==> config.mk <==
export PLATFORM = sky130hd
export DESIGN_NAME = div_ctrl_flat
export DESIGN_NICKNAME = d
export VERILOG_FILES = /design/src/rtl/div_ctrl_if.sv /design/src/rtl/div_ctrl.sv /design/src/flat_wrapper.sv
export SDC_FILE = /design/constraint.sdc
export NUM_CORES = 1
export LEC_CHECK = 0
export BUFFER_PORTS_ARGS = -buffer_cell sky130_fd_sc_hd__clkbuf_2
export CAP_MARGIN = 20
export CORE_MARGIN = 5
export CORE_UTILIZATION = 35
export DETAILED_ROUTE_END_ITERATION = 10
export GPL_ROUTABILITY_DRIVEN = 0
export PLACE_DENSITY_LB_ADDON = 0.05
export SYNTH_ARGS = -nofsm -noshare
export SYNTH_HDL_FRONTEND = slang
export SYNTH_SLANG_ARGS = --single-unit
==> constraint.sdc <==
create_clock -name clk -period 14.7 [get_ports clk]
set_clock_uncertainty 0.05 [all_clocks]
set_input_delay 2.94 -clock clk [delete_from_list [all_inputs] [get_ports clk]]
set_output_delay 2.94 -clock clk [all_outputs]
set_load 0.1 [all_outputs]
==> src/rtl/div_ctrl_if.sv <==
// Handshake/bus bundle between the EX stage and the divide sequencer.
// master = EX-stage side, slave = div_ctrl.
interface div_ctrl_if #(
    parameter int unsigned WIDTH = 32
);
    logic               start;
    logic               signed_div;
    logic [WIDTH-1:0]   srca;
    logic [WIDTH-1:0]   srcb;
    logic               annul;
    logic               stall_req;
    logic               busy;
    logic               ready;
    logic               div_by_zero;
    logic [2*WIDTH-1:0] hilores;

    modport master (
        output start, signed_div, srca, srcb, annul,
        input  stall_req, busy, ready, div_by_zero, hilores
    );

    modport slave (
        input  start, signed_div, srca, srcb, annul,
        output stall_req, busy, ready, div_by_zero, hilores
    );
endinterface

==> src/rtl/div_ctrl.sv <==
// Iterative radix-2 restoring divider for DIV/DIVU, hilores = {remainder, quotient}.
// Optional macro DIV_ZERO_FAST_EN: zero divisors short-cut through a one-cycle
// ZERO state instead of running all WIDTH iterations.
module div_ctrl #(
    parameter int unsigned WIDTH = 32
) (
    input  logic       clk,
    input  logic       rst,
    div_ctrl_if.slave  bus
);
    localparam int unsigned CW   = (WIDTH > 1) ? $clog2(WIDTH) : 1;
    localparam logic [CW-1:0] LAST = CW'(WIDTH - 1);

    typedef enum logic [1:0] {
        IDLE = 2'd0,
`ifdef DIV_ZERO_FAST_EN
        ZERO = 2'd1,
`endif
        BUSY = 2'd2,
        DONE = 2'd3
    } state_t;

    state_t             state_q;
    logic [CW-1:0]      cnt_q;
    logic [WIDTH-1:0]   rem_q;
    logic [WIDTH-1:0]   quot_q;
    logic [WIDTH-1:0]   dvsr_q;
    logic [WIDTH-1:0]   srca_q;
    logic               qsign_q;
    logic               rsign_q;
    logic               zero_q;
    logic [2*WIDTH-1:0] hilores_q;
    logic               ready_q;
    logic               dbz_q;

    logic [WIDTH:0]     shift_d;
    logic [WIDTH:0]     trial_d;
    logic [WIDTH-1:0]   rem_d;
    logic [WIDTH-1:0]   quot_d;
    logic [WIDTH-1:0]   rem_res_d;
    logic [WIDTH-1:0]   quot_res_d;
    logic [WIDTH-1:0]   a_abs_d;
    logic [WIDTH-1:0]   b_abs_d;
    logic               op_go_d;

    // Operand magnitudes at issue; signs only matter for DIV.
    always_comb begin
        a_abs_d = (bus.signed_div && bus.srca[WIDTH-1]) ? -bus.srca : bus.srca;
        b_abs_d = (bus.signed_div && bus.srcb[WIDTH-1]) ? -bus.srcb : bus.srcb;
        op_go_d = bus.start && !bus.annul;
    end

    // One restoring step plus sign fix-up of the step's outcome.
    always_comb begin
        shift_d    = {rem_q, quot_q[WIDTH-1]};
        trial_d    = shift_d - {1'b0, dvsr_q};
        quot_d     = {quot_q[WIDTH-2:0], ~trial_d[WIDTH]};
        rem_d      = trial_d[WIDTH] ? shift_d[WIDTH-1:0] : trial_d[WIDTH-1:0];
        quot_res_d = qsign_q ? -quot_d : quot_d;
        rem_res_d  = rsign_q ? -rem_d : rem_d;
    end

    // Sequencer state, datapath registers and registered result outputs.
    always_ff @(posedge clk or posedge rst) begin
        if (rst) begin
            state_q   <= IDLE;
            cnt_q     <= '0;
            rem_q     <= '0;
            quot_q    <= '0;
            dvsr_q    <= '0;
            srca_q    <= '0;
            qsign_q   <= 1'b0;
            rsign_q   <= 1'b0;
            zero_q    <= 1'b0;
            hilores_q <= '0;
            ready_q   <= 1'b0;
            dbz_q     <= 1'b0;
        end else begin
            ready_q <= 1'b0;
            dbz_q   <= 1'b0;
            case (state_q)
                IDLE: begin
                    if (op_go_d) begin
                        rem_q   <= '0;
                        quot_q  <= a_abs_d;
                        dvsr_q  <= b_abs_d;
                        srca_q  <= bus.srca;
                        qsign_q <= (bus.srca[WIDTH-1] ^ bus.srcb[WIDTH-1]) & bus.signed_div;
                        rsign_q <= bus.srca[WIDTH-1] & bus.signed_div;
                        zero_q  <= (bus.srcb == '0);
                        cnt_q   <= '0;
`ifdef DIV_ZERO_FAST_EN
                        state_q <= (bus.srcb == '0) ? ZERO : BUSY;
`else
                        state_q <= BUSY;
`endif
                    end
                end
`ifdef DIV_ZERO_FAST_EN
                ZERO: begin
                    if (bus.annul) begin
                        state_q <= IDLE;
                    end else begin
                        hilores_q <= {srca_q, {WIDTH{1'b1}}};
                        ready_q   <= 1'b1;
                        dbz_q     <= 1'b1;
                        state_q   <= DONE;
                    end
                end
`endif
                BUSY: begin
                    if (bus.annul) begin
                        state_q <= IDLE;
                    end else begin
                        rem_q  <= rem_d;
                        quot_q <= quot_d;
                        cnt_q  <= cnt_q + CW'(1);
                        if (cnt_q == LAST) begin
                            hilores_q <= zero_q ? {srca_q, {WIDTH{1'b1}}}
                                                : {rem_res_d, quot_res_d};
                            ready_q   <= 1'b1;
                            dbz_q     <= zero_q;
                            state_q   <= DONE;
                        end
                    end
                end
                DONE: begin
                    state_q <= IDLE;
                end
                default: begin
                    state_q <= IDLE;
                end
            endcase
        end
    end

    // Hold the pipeline while an operation is being issued or iterated.
    always_comb begin
        bus.stall_req = (state_q == IDLE && op_go_d) || (state_q == BUSY);
`ifdef DIV_ZERO_FAST_EN
        if (state_q == ZERO) bus.stall_req = 1'b1;
`endif
    end

    assign bus.busy        = (state_q != IDLE);
    assign bus.ready       = ready_q;
    assign bus.div_by_zero = dbz_q;
    assign bus.hilores     = hilores_q;

endmodule
==> src/flat_wrapper.sv <==
// flat-port wrapper written by rule: the top's interface ports become plain ports
module div_ctrl_flat 
#(
    parameter int unsigned WIDTH = 32
)
  (clk, rst, bus_start, bus_signed_div, bus_srca, bus_srcb, bus_annul, bus_stall_req, bus_busy, bus_ready, bus_div_by_zero, bus_hilores);
  div_ctrl_if #(.WIDTH(WIDTH)) bus_i ();
  input  logic clk;
  input  logic rst;
  input wire logic [$bits(bus_i.start)-1:0] bus_start;
  input wire logic [$bits(bus_i.signed_div)-1:0] bus_signed_div;
  input wire logic [$bits(bus_i.srca)-1:0] bus_srca;
  input wire logic [$bits(bus_i.srcb)-1:0] bus_srcb;
  input wire logic [$bits(bus_i.annul)-1:0] bus_annul;
  output wire logic [$bits(bus_i.stall_req)-1:0] bus_stall_req;
  output wire logic [$bits(bus_i.busy)-1:0] bus_busy;
  output wire logic [$bits(bus_i.ready)-1:0] bus_ready;
  output wire logic [$bits(bus_i.div_by_zero)-1:0] bus_div_by_zero;
  output wire logic [$bits(bus_i.hilores)-1:0] bus_hilores;
  assign bus_i.start = bus_start;
  assign bus_i.signed_div = bus_signed_div;
  assign bus_i.srca = bus_srca;
  assign bus_i.srcb = bus_srcb;
  assign bus_i.annul = bus_annul;
  assign bus_stall_req = bus_i.stall_req;
  assign bus_busy = bus_i.busy;
  assign bus_ready = bus_i.ready;
  assign bus_div_by_zero = bus_i.div_by_zero;
  assign bus_hilores = bus_i.hilores;
  div_ctrl #(.WIDTH(WIDTH)) u_core (.clk(clk), .rst(rst), .bus(bus_i));
endmodule
* After elaboration in Yosys (flattened, before gate mapping)
Cells that the tools add are included.
** Storage, ports and cells
- Flip-flop bits (word level) :: 204
- Input port bits :: 69
- Output and inout bits :: 68
- Logic and storage cells :: 67
** Operators by class
- $add $sub $neg :: 6
- Equality and inequality tests :: 5
- Muxes and demuxes :: 25
- Bitwise operators :: 5
- Reductions and logical operators :: 14
** Operator list (number)
- $mux W32 :: 9
- $neg A32 Y32 :: 4
- $pmux W32 S2 :: 2
- $mux W64 :: 1
- $sub A33 B32 Y33 :: 1
- $logic_not A32 Y1 :: 1
- $mux W5 :: 2
- $pmux W5 S2 :: 1
- $mux W1 :: 6
- $mux W2 :: 3
- $reduce_and A3 Y1 :: 2
- $add A5 B1 Y5 const B :: 1
- $eq A5 B5 Y1 const B :: 1
- $logic_and A1 B1 Y1 :: 4
- $pmux W2 S2 :: 1
- $reduce_and A2 Y1 :: 2
- $reduce_bool A2 Y1 :: 2
- $ne A3 B2 Y1 const B :: 1
- $and A1 B1 Y1 :: 2
- $eq A2 B2 Y1 const B :: 1
- $logic_not A2 Y1 :: 1
- $ne A2 B1 Y1 const B :: 1
- $ne A2 B2 Y1 const B :: 1
- $not A1 Y1 :: 2
- other kinds (3) :: 3

* Depth between registers and ports, before layout
- Depth in word-level cells :: 5
- Depth in mapped cells :: 28
- Depth with buffers taken out :: 24

* Least setup slack after synthesis
OpenSTA, ideal clock, no wires.
- Path type :: input to output
- From :: in bus_annul
- To :: out bus_stall_req
- Arrival time :: 4562 ps
- Path slack :: 7148 ps
- Stages on the path :: 5
- Buffers on the path :: 3
- Cell sequence :: or3b_2 -> clkbuf_1 -> clkbuf_1 -> clkbuf_1 -> nand2_1
** On the way
- Word-level cells in the longest chain between the ends :: 4
** Ends and longest elaborated chain
- from (decl) :: RTL line flat_wrapper.sv:14 : input wire logic [$bits(bus_i.annul)-1:0] bus_annul;
- $logic_not A1 Y1 :: RTL line div_ctrl.sv:50 : op_go_d = bus.start && !bus.annul;
- $logic_and A1 B1 Y1 :: RTL line div_ctrl.sv:50
- $logic_and A1 B1 Y1 :: RTL line div_ctrl.sv:139 : bus.stall_req = (state_q == IDLE && op_go_d) || (state_q == BUSY);
- $logic_or A1 B1 Y1 :: RTL line div_ctrl.sv:139
- to (decl) :: RTL line flat_wrapper.sv:15 : output wire logic [$bits(bus_i.stall_req)-1:0] bus_stall_req;
Every way passes these cells.

* Final worst setup path
Same ends and word-level chain as after synthesis.

==> results.cfg <==
[worst_hold_path]
whs_path_depth = 2
min_to = u_core.srca_q[18]
hold_class = reg2reg
hold_start = u_core.srca_q[18]

[power_and_ir_drop]
finalPower_mw = 3.39
p_clk_frac = 0.208
power.density_nw_per_um2 = 219
p_switching_mw = 1.56
p_seq_frac = 0.233
leakagePower_nw = 7.10
irDropWorstVdd_mv = 0.111
p_int_mw = 1.83
sw_frac_of_total = 0.460
pwr-share-comb = 0.559

[final_layout]
final_core_util = 0.409
final_common_cell = nand2_1
drive_gt1_frac = 0.135
diodes = 0
mostFrequentLayoutCells = nand2_1 (289), dfrtp_1 (204), o21ai_0 (183)
stdcell_count = 2291
area_delta_synth_final_pct = 15.0
final_nets = 1867

[grt]
grt.overflow.total = 0
grt_antenna_before_repair = 0
grt_pass1_vias = 12000
grt_max_degree = 95
grt_pass1_wl_um = 66000
gr-usage-all-layers = 0.192

[timing]
post-route-period-util = 0.481
finalMaxSlewViolations = 0
fin_crit_ns = 7.07
rsz0062_at_grt = no
slew_headroom = 0.182
fmax_mhz = 141
setup_slack_ns = 7.63
setup_viol = 0
tightestPinTransition_ns = 1.22
finalHoldViolCount = 0
tns_ns = 0

[floorplanning]
io_pins = 137
initial_core_util = 0.356
num_rows = 71
die_w_um = 206
fp.dieH_um = 206
dieArea_sq_um = 42500
fp.coreArea_sq_um = 37800

[yosys]
netlist.area_leader.share = 0.379
synth_edf_count = 0
ys_async_sr_fraction = 1.00
ys_ff_latch = 204
synth_area_leaders = dfrtp_1 (38%), nand2_1 (8.1%), o21ai_0 (6.8%)
syn-num-nets = 1779
synthFlopType = dfrtp_1
yosys_warnings = 0
ys_seq_area_frac = 0.379
syn-cell-area_sq_um = 13500
synthCells = 1671
avgSynthCellArea_sq_um = 8.06
synth.largest_area_cell = dfrtp_1
synth_cell_type_count = 89

[clocking]
cts_root_buf = clkbuf_16
cts_setup_buffers = 0
h-tree-depth = 1
tritoncts = built
postCtsHoldBufs = 0
clkLatencyLatePin_ns = 0.56
clk_pin_slew_ns = 0.05
cts_sinks = 204
cts-buffers-inserted = 27
clockBufferDepth = 3
cts_resized = 0

[placement]
portBuffers = 136
place_ws_ns = 7.63
placed_cells = 2241
dp_hpwl_um = 29800

[setup_path]
cp.required_ns = 11.71
r2r_start = u_core.quot_q[31]
reg2regPathDepth = 25
crit_path_start_kind = input pin
r2r_end = u_core.bus.hilores[60]
end_kind = output port
reg2reg_slack_ns = 8.30
path_max_fanout = 4
worstPathArrival_ns = 4.08
crit_type = in2out

[drt]
via_per_inst = 5.26
wire_per_inst_um = 17.8
ant_nets = 0
drc = 0
dr.pass1.iters = 5
wirelength_um = 40800
vias = 12100
drtIter0Drc = 675

[outcome]
status = finished, final reports clean

[job]
maxCapViolations = 0
## cells in the mapped netlist, drive strengths merged, types with 13 or more instances
master	n
o31ai	27
a21o	15
dfrtp	204
clkbuf	69
mux2i	29
inv	57
a211oi	14
a31oi	19
nand3	25
xnor2	61
o41ai	13
or3	20
nor2	138
o21ai	191
and3	15
xor2	72
nand2	291
buf	24
ha	38
nor3	28
and2	16
a21oi	167
nor4	14
## state kept, by name, indices dropped and copies added (netlist names)
| signal | count |
|---|---|
| u_core.quot_q | 32 |
| u_core.rsign_q | 1 |
| u_core.bus.hilores | 64 |
| u_core.qsign_q | 1 |
| u_core.cnt_q | 5 |
| u_core.srca_q | 32 |
| u_core.bus.ready | 1 |
| u_core.state_q | 2 |
| u_core.zero_q | 1 |
| u_core.bus.div_by_zero | 1 |
| u_core.rem_q | 32 |
| u_core.dvsr_q | 32 |
## power groups by stage
stage                     clock (mW)  combinational (mW)  sequential (mW)
after floorplan                    0                1.49            0.752
after global placement             0                1.89            0.801
after detailed placement           0                1.89            0.802
after CTS                      0.725                1.90            0.793
after global routing           0.747                2.13            0.810
final                          0.706                1.89            0.790
## area by class of cell
| class | instances | area, sq um |
|---|---|---|
| inverters | 57 | 221 |
| flip-flops and latches | 204 | 5100 |
| well taps | 511 | 639 |
| clock inverters | 13 | 174 |
| repair buffers | 152 | 801 |
| fillers | 4011 | 22400 |
| multi-input cells | 1317 | 7770 |
| clock buffers | 37 | 773 |
## critical path: stages
cell and delay (ns):
clkbuf_2 0.11, or3b_4 0.44, nand2_1 0.12, clkbuf_2 0.48
## per-stage QoR
stage | hold WS (ns) | area [sq um]
detailed placement | 0.408 | 14500
global placement | 0.404 | 14500
global route | 0.443 | 15500
CTS | 0.422 | 15500
floorplan | 0.388 | 13500
finish | 0.418 | 15500
## metal layers
layer	track usage	routed length [um]	vias up
li1	-	-	6062
met1	0.276	19800	5735
met5	0	0	-
met2	0.307	18300	218
met3	0.0267	1750	43
met4	0.0430	929	0
## kinds of logic (layout without fill, tap and decap cells)
logic type / count (synthesis) / count (layout) / synth area share
xor+xnor: 133 / 133 / 0.0865
simple gates: 608 / 608 / 0.204
mux: 32 / 32 / 0.0241
buf+inv: 150 / 259 / 0.0456
fa+ha+maj: 39 / 39 / 0.0368
flops: 204 / 204 / 0.379
compound gates: 505 / 505 / 0.224
## worst max-delay path by stage
stage / from / endpoint / slack (ns) / cells after the start
floorplan: rst / u_core.bus.div_by_zero / 6.14 / 1
CTS: bus_annul / bus_stall_req / 7.63 / 4
global placement: bus_annul / bus_stall_req / 7.62 / 4
global route: bus_annul / bus_stall_req / 7.60 / 4
detailed placement: bus_annul / bus_stall_req / 7.63 / 4
finish: bus_annul / bus_stall_req / 7.63 / 4
Note: power is estimated with default switching activity, not from simulation.
